File: config.mk
export PLATFORM = sky130hd
export DESIGN_NAME = mips_mc_ctrl
export DESIGN_NICKNAME = d
export VERILOG_FILES = /design/src/rtl/mips_pkg.sv /design/src/rtl/mips_alu_dec.sv /design/src/rtl/mips_mc_ctrl.sv
export SDC_FILE = /design/constraint.sdc
export NUM_CORES = 1
export LEC_CHECK = 0
export BUFFER_PORTS_ARGS = -buffer_cell sky130_fd_sc_hd__buf_2
export CORE_AREA = 4 4 44 46
export DETAILED_ROUTE_END_ITERATION = 8
export DIE_AREA = 0 0 48 50
export PLACE_DENSITY_LB_ADDON = 0.08
export SETUP_SLACK_MARGIN = 0.02
export SYNTH_ARGS = -nofsm -noshare
export SYNTH_HDL_FRONTEND = slang
export SYNTH_SLANG_ARGS = --single-unit
export TNS_END_PERCENT = 1
File: constraint.sdc
create_clock -name clk -period 1.3 [get_ports clk]
set_clock_uncertainty 0.05 [all_clocks]
set_input_delay 0.13 -clock clk [delete_from_list [all_inputs] [get_ports clk]]
set_output_delay 0.13 -clock clk [all_outputs]
set_load 0.01 [all_outputs]
File: src/rtl/mips_pkg.sv
// mips_pkg: shared encodings for the multicycle MIPS control sequencer.
// Holds the state encoding, opcode/funct values, datapath mux/ALU codes and
// the packed control-word payload driven onto the datapath.
package mips_pkg;

   localparam int unsigned STATE_W = 4;
   localparam int unsigned OP_W    = 6;
   localparam int unsigned FN_W    = 6;
   localparam int unsigned ALU_W   = 3;

   // Sequencer states; BNEEX is only reachable when bne support is built in.
   typedef enum logic [STATE_W-1:0] {
      S_FETCH   = 4'd0,
      S_DECODE  = 4'd1,
      S_MEMADR  = 4'd2,
      S_MEMRD   = 4'd3,
      S_MEMWB   = 4'd4,
      S_MEMWR   = 4'd5,
      S_RTYPEEX = 4'd6,
      S_RTYPEWB = 4'd7,
      S_BEQEX   = 4'd8,
      S_ADDIEX  = 4'd9,
      S_ADDIWB  = 4'd10,
      S_JEX     = 4'd11,
      S_HALT    = 4'd12,
      S_BNEEX   = 4'd13
   } state_e;

   // Opcodes (IR[31:26])
   localparam logic [OP_W-1:0] OP_RTYPE = 6'b000000;
   localparam logic [OP_W-1:0] OP_J     = 6'b000010;
   localparam logic [OP_W-1:0] OP_BEQ   = 6'b000100;
   localparam logic [OP_W-1:0] OP_BNE   = 6'b000101;
   localparam logic [OP_W-1:0] OP_ADDI  = 6'b001000;
   localparam logic [OP_W-1:0] OP_LW    = 6'b100011;
   localparam logic [OP_W-1:0] OP_SW    = 6'b101011;

   // R-type funct codes (IR[5:0])
   localparam logic [FN_W-1:0] FN_ADD = 6'b100000;
   localparam logic [FN_W-1:0] FN_SUB = 6'b100010;
   localparam logic [FN_W-1:0] FN_AND = 6'b100100;
   localparam logic [FN_W-1:0] FN_OR  = 6'b100101;
   localparam logic [FN_W-1:0] FN_SLT = 6'b101010;

   // ALU operation codes
   localparam logic [ALU_W-1:0] ALU_ADD = 3'b010;
   localparam logic [ALU_W-1:0] ALU_SUB = 3'b110;
   localparam logic [ALU_W-1:0] ALU_AND = 3'b000;
   localparam logic [ALU_W-1:0] ALU_OR  = 3'b001;
   localparam logic [ALU_W-1:0] ALU_SLT = 3'b111;

   // ALU B-input select
   localparam logic [1:0] SRCB_REG  = 2'b00;
   localparam logic [1:0] SRCB_FOUR = 2'b01;
   localparam logic [1:0] SRCB_IMM  = 2'b10;
   localparam logic [1:0] SRCB_IMM4 = 2'b11;

   // Next-PC select
   localparam logic [1:0] PCSRC_ALU    = 2'b00;
   localparam logic [1:0] PCSRC_ALUOUT = 2'b01;
   localparam logic [1:0] PCSRC_JUMP   = 2'b10;

   // Control word presented to the datapath each cycle
   typedef struct packed {
      logic             pc_en;
      logic             iord;
      logic             mem_write;
      logic             ir_write;
      logic             reg_dst;
      logic             mem_to_reg;
      logic             reg_write;
      logic             alu_src_a;
      logic [1:0]       alu_src_b;
      logic [ALU_W-1:0] alu_ctrl;
      logic [1:0]       pc_src;
      logic             halted;
   } ctrl_t;

endpackage

File: src/rtl/mips_alu_dec.sv
// mips_alu_dec: combinational R-type funct -> ALU operation decode.
// Ports: funct_i (IR[5:0]) in; alu_ctrl_o (ALU operation code) out.
// Unknown funct values fall back to add.
module mips_alu_dec
   import mips_pkg::*;
(
   input  logic [FN_W-1:0]  funct_i,
   output logic [ALU_W-1:0] alu_ctrl_o
);

   always_comb begin
      alu_ctrl_o = ALU_ADD;
      unique case (funct_i)
         FN_SUB:  alu_ctrl_o = ALU_SUB;
         FN_AND:  alu_ctrl_o = ALU_AND;
         FN_OR:   alu_ctrl_o = ALU_OR;
         FN_SLT:  alu_ctrl_o = ALU_SLT;
         default: alu_ctrl_o = ALU_ADD;
      endcase
   end

endmodule

File: src/rtl/mips_mc_ctrl.sv
// mips_mc_ctrl: Moore control sequencer for the multicycle MIPS datapath.
// Walks each instruction through FETCH/DECODE/execute/memory/writeback and
// drives the PC, IR, memory, register-file and ALU mux controls.
// Parameter: ILLEGAL_HALT (1 = unknown opcode halts, 0 = treated as NOP).
// Build option: define MIPS_MC_BNE_EN to add bne support (state BNEEX).
// Ports:
//   clk, rst (sync, active-high)             clock / reset
//   op, funct, zero                          IR fields and ALU zero flag
//   pc_en, iord, mem_write, ir_write,
//   reg_dst, mem_to_reg, reg_write,
//   alu_src_a, alu_src_b, alu_ctrl, pc_src   datapath controls
//   state, halted                            debug/status
module mips_mc_ctrl
   import mips_pkg::*;
#(
   parameter bit ILLEGAL_HALT = 1'b1
) (
   input  logic               clk,
   input  logic               rst,
   input  logic [OP_W-1:0]    op,
   input  logic [FN_W-1:0]    funct,
   input  logic               zero,
   output logic               pc_en,
   output logic               iord,
   output logic               mem_write,
   output logic               ir_write,
   output logic               reg_dst,
   output logic               mem_to_reg,
   output logic               reg_write,
   output logic               alu_src_a,
   output logic [1:0]         alu_src_b,
   output logic [ALU_W-1:0]   alu_ctrl,
   output logic [1:0]         pc_src,
   output logic [STATE_W-1:0] state,
   output logic               halted
);

   state_e           state_q, state_d;
   state_e           illegal_tgt;
   logic [ALU_W-1:0] rtype_alu;
   ctrl_t            ctrl;

   mips_alu_dec u_alu_dec (
      .funct_i    (funct),
      .alu_ctrl_o (rtype_alu)
   );

   assign illegal_tgt = ILLEGAL_HALT ? S_HALT : S_FETCH;

   // State register
   always_ff @(posedge clk) begin
      if (rst) state_q <= S_FETCH;
      else     state_q <= state_d;
   end

   // Next-state logic; IR is stable until the next FETCH, so MEMADR re-reads op
   always_comb begin
      state_d = state_q;
      unique case (state_q)
         S_FETCH:  state_d = S_DECODE;
         S_DECODE: begin
            unique case (op)
               OP_LW, OP_SW: state_d = S_MEMADR;
               OP_RTYPE:     state_d = S_RTYPEEX;
               OP_BEQ:       state_d = S_BEQEX;
               OP_ADDI:      state_d = S_ADDIEX;
               OP_J:         state_d = S_JEX;
`ifdef MIPS_MC_BNE_EN
               OP_BNE:       state_d = S_BNEEX;
`endif
               default:      state_d = illegal_tgt;
            endcase
         end
         S_MEMADR:  state_d = (op == OP_LW) ? S_MEMRD : S_MEMWR;
         S_MEMRD:   state_d = S_MEMWB;
         S_MEMWB:   state_d = S_FETCH;
         S_MEMWR:   state_d = S_FETCH;
         S_RTYPEEX: state_d = S_RTYPEWB;
         S_RTYPEWB: state_d = S_FETCH;
         S_BEQEX:   state_d = S_FETCH;
         S_ADDIEX:  state_d = S_ADDIWB;
         S_ADDIWB:  state_d = S_FETCH;
         S_JEX:     state_d = S_FETCH;
         S_HALT:    state_d = S_HALT;
`ifdef MIPS_MC_BNE_EN
         S_BNEEX:   state_d = S_FETCH;
`endif
         default:   state_d = S_FETCH;
      endcase
   end

   // Output decode; only the branch states look at zero
   always_comb begin
      ctrl = '0;
      unique case (state_q)
         S_FETCH: begin
            ctrl.ir_write  = 1'b1;
            ctrl.alu_src_b = SRCB_FOUR;
            ctrl.alu_ctrl  = ALU_ADD;
            ctrl.pc_src    = PCSRC_ALU;
            ctrl.pc_en     = 1'b1;
         end
         S_DECODE: begin
            ctrl.alu_src_b = SRCB_IMM4;
            ctrl.alu_ctrl  = ALU_ADD;
         end
         S_MEMADR, S_ADDIEX: begin
            ctrl.alu_src_a = 1'b1;
            ctrl.alu_src_b = SRCB_IMM;
            ctrl.alu_ctrl  = ALU_ADD;
         end
         S_MEMRD: ctrl.iord = 1'b1;
         S_MEMWB: begin
            ctrl.mem_to_reg = 1'b1;
            ctrl.reg_write  = 1'b1;
         end
         S_MEMWR: begin
            ctrl.iord      = 1'b1;
            ctrl.mem_write = 1'b1;
         end
         S_RTYPEEX: begin
            ctrl.alu_src_a = 1'b1;
            ctrl.alu_src_b = SRCB_REG;
            ctrl.alu_ctrl  = rtype_alu;
         end
         S_RTYPEWB: begin
            ctrl.reg_dst   = 1'b1;
            ctrl.reg_write = 1'b1;
         end
         S_BEQEX: begin
            ctrl.alu_src_a = 1'b1;
            ctrl.alu_src_b = SRCB_REG;
            ctrl.alu_ctrl  = ALU_SUB;
            ctrl.pc_src    = PCSRC_ALUOUT;
            ctrl.pc_en     = zero;
         end
`ifdef MIPS_MC_BNE_EN
         S_BNEEX: begin
            ctrl.alu_src_a = 1'b1;
            ctrl.alu_src_b = SRCB_REG;
            ctrl.alu_ctrl  = ALU_SUB;
            ctrl.pc_src    = PCSRC_ALUOUT;
            ctrl.pc_en     = ~zero;
         end
`endif
         S_ADDIWB: ctrl.reg_write = 1'b1;
         S_JEX: begin
            ctrl.pc_src = PCSRC_JUMP;
            ctrl.pc_en  = 1'b1;
         end
         S_HALT:  ctrl.halted = 1'b1;
         default: ctrl = '0;
      endcase
   end

   // Enables are masked while reset is being applied so no write escapes
   assign pc_en      = ctrl.pc_en     & ~rst;
   assign mem_write  = ctrl.mem_write & ~rst;
   assign ir_write   = ctrl.ir_write  & ~rst;
   assign reg_write  = ctrl.reg_write & ~rst;
   assign iord       = ctrl.iord;
   assign reg_dst    = ctrl.reg_dst;
   assign mem_to_reg = ctrl.mem_to_reg;
   assign alu_src_a  = ctrl.alu_src_a;
   assign alu_src_b  = ctrl.alu_src_b;
   assign alu_ctrl   = ctrl.alu_ctrl;
   assign pc_src     = ctrl.pc_src;
   assign halted     = ctrl.halted;
   assign state      = STATE_W'(state_q);

endmodule

==> flow_summary.json <==
{
  "status": "finished with violations",
  "violations": "setup timing",
  "dp_hpwl_um": 1550,
  "port_buffers": 34,
  "cp.arrival_ns": 1.30,
  "crit_path_start_kind": "flip-flop",
  "period_share": 1.14,
  "avgViaCountPerCell": 5.52,
  "min_period_ns": 1.48,
  "grt_overflow_total": 0,
  "insertion_delay_ns": 0.24,
  "power.leakage_nw": 0.447,
  "drive_gt1_frac": 0.611,
  "dieHeight_um": 50,
  "critPathKind": "flip-flop to output pin",
  "ir_drop_mv": 0.644,
  "grtUsageTotal": 0.173,
  "yosysWarnings": 0,
  "rsz0062_at_grt": "yes",
  "maxCapViolations": 0,
  "fin_ws_ns": -0.177,
  "place_ws_ns": -0.192,
  "grt_pass1_wl_um": 3150,
  "nFillCells": 141,
  "gp_congestion": 0.760,
  "syn2layout_area_growth_pct": 78.0,
  "tightestPinTransition_ns": 0.313,
  "ys_types": 33,
  "cp-end-kind": "output pin",
  "ant_nets": 0,
  "die_w_um": 48,
  "crit_chain": "or4_4, nor2_2, buf_2",
  "io_pins": 35,
  "antenna_found_initial": 0,
  "cp_max_fo": 7,
  "setup_viol": 11,
  "cts_buffers": 3,
  "die_area_um2": 2400,
  "slowest_delay_ns": 0.48,
  "slew_violations": 0,
  "dr.pass1.iters": 4,
  "nets": 148,
  "rows": 14,
  "largest_reg_flops": 4,
  "worst_ep_required_time_ns": 1.12,
  "clock.fmax_mhz": 677,
  "num_vias": 812,
  "worst_hold_path_type": "input port to flip-flop",
  "drc_errors": 0,
  "h-tree-depth": 1,
  "fin_tns_setup_ns": -0.997,
  "netlist_area_um2": 562,
  "synth_cells": 81,
  "grt_pass1_vias": 738,
  "ys_seq_area_frac": 0.143,
  "finalPower_uw": 776,
  "hold_viol": 0,
  "clockRootBuffer": "clkbuf_4",
  "crit_slowest_cell": "or4_4",
  "path_clk_slew_ns": 0.03,
  "grt_max_degree": 11,
  "ys_seq_elements": 4,
  "p_per_area_nw_per_um2": 777,
  "clockBufferDepth": 2,
  "n_antenna_cell": 0,
  "cts.sinks": 4,
  "route.detailed.wl_per_inst_um": 13.9,
  "core_um2": 1510,
  "postSynthNetCount": 96,
  "drt_iter0_drc": 13,
  "finalWirelength_um": 2050,
  "cts_tree": "done",
  "initial_utilization": 0.373,
  "syn_area_per_cell_um2": 6.94,
  "max-slew-margin-rel": 0.788
}
## synth_stat cells
master      n  area, um^2
a2111oi_0   1        8.76
a2111oi_4   1        27.5
a211oi_2    1        12.5
a21oi_1     5        25.0
a22o_1      1        8.76
a31oi_1     2        12.5
buf_1       1        3.75
buf_2       1        5.00
clkbuf_1    5        18.8
dfxtp_1     4        80.1
inv_1       2        7.51
mux2i_1     1        10.0
nand2_1     3        11.3
nand2b_1    7        43.8
nand3_1     2        10.0
nor2_1      9        33.8
nor2b_1     2        12.5
nor3_1     10        50.1
nor3b_1     2        15.0
nor4_1      2        12.5
nor4b_1     4        35.0
o21a_1      1        7.51
o21ai_0     2        10.0
o22a_1      1        8.76
o22ai_1     1        6.26
o31ai_1     2        15.0
o41ai_1     2        17.5
or2_2       1        6.26
or4_1       1        7.51
or4_4       1        11.3
or4b_2      1        10.0
xnor2_1     1        8.76
xor2_1      1        8.76
## stage by stage
step                      hold slack (ns)  utilization  instance area [um^2]  std cells
final                               0.195        0.664                  1000        147
after global routing                0.223        0.664                  1000        147
after CTS                           0.206        0.635                   957        147
after detailed placement            0.451        0.581                   876        143
after global placement              0.436        0.581                   876        143
after floorplan                     0.292            -                   582         81
## worst paths after layout
| path | startpoint | to | slack, ns | cells after the start |
|---|---|---|---|---|
| worst min register to register | state[1]$_SDFF_PP0_ | state[3]$_SDFF_PP0_ | 0.55 | 2 |
| worst min-delay path | op[2] | state[0]$_SDFF_PP0_ | 0.20 | 4 |
| worst max register to register | state[3]$_SDFF_PP0_ | state[3]$_SDFF_PP0_ | -0.04 | 5 |
| worst max-delay path | state[3]$_SDFF_PP0_ | ir_write | -0.18 | 3 |
## timing repair
action	in CTS	in global routing
hold buffers	0	0
endpoints found under the setup margin	15	19
setup buffers	1	0
pin swaps	2	4
gates resized for setup	15	10
## area by class of cell
| type | count | area (um^2) | share of cell area |
|---|---|---|---|
| sequential | 4 | 92.6 | 0.0926 |
| multi-input combinational | 68 | 522 | 0.522 |
| inverter | 2 | 7.51 | 0.00751 |
| clock buffer | 3 | 22.5 | 0.0225 |
| tap | 16 | 20.0 | 0.0200 |
| timing repair buffer | 54 | 335 | 0.335 |
## logic make-up (layout without fill, tap and decap cells)
kind of cell,count (synthesis),after routing,synth area share
AOI/OAI and AO/OA,20,20,0.285
xor gates and xnor gates,2,2,0.0312
buffers and inverters,9,59,0.0624
DFF,4,4,0.143
muxes,1,1,0.0178
and+or+nand+nor,45,45,0.461
## worst max-delay path: cells and delay by family (launching register included)
family,cells,cell delay (ns)
AND/OR/NAND/NOR,2,0.56
flip-flops,1,0.37
buffers and inverters,1,0.13
## placed cells by master, fill, tap and decap left out, drive strengths merged, types with 2 or more instances in the layout
cell type / count
a2111oi: 2
nor4: 2
nand2b: 7
buf: 54
nor3b: 2
o21ai: 2
o31ai: 2
nor2: 9
nor4b: 4
nor3: 10
or4: 2
nor2b: 2
nand3: 2
dfxtp: 4
clkbuf: 3
inv: 2
o41ai: 2
nand2: 3
a21oi: 5
a31oi: 2
## metal layers
layer / share of wire / vias up / GRT usage
met3: 0.070 / 2 / 0.0255
met1: 0.39 / 372 / 0.208
li1: - / 411 / -
met4: 0.0093 / 0 / 0.0493
met2: 0.53 / 27 / 0.302
met5: 0 / - / 0
## power breakdown
group          internal [mW]  switching (mW)  total, mW
combinational          0.227           0.225      0.452
sequential             0.140          0.0277      0.168
clock                  0.103          0.0534      0.157
total                  0.470           0.306      0.776
No activity file was read; power rests on OpenSTA's default activity.
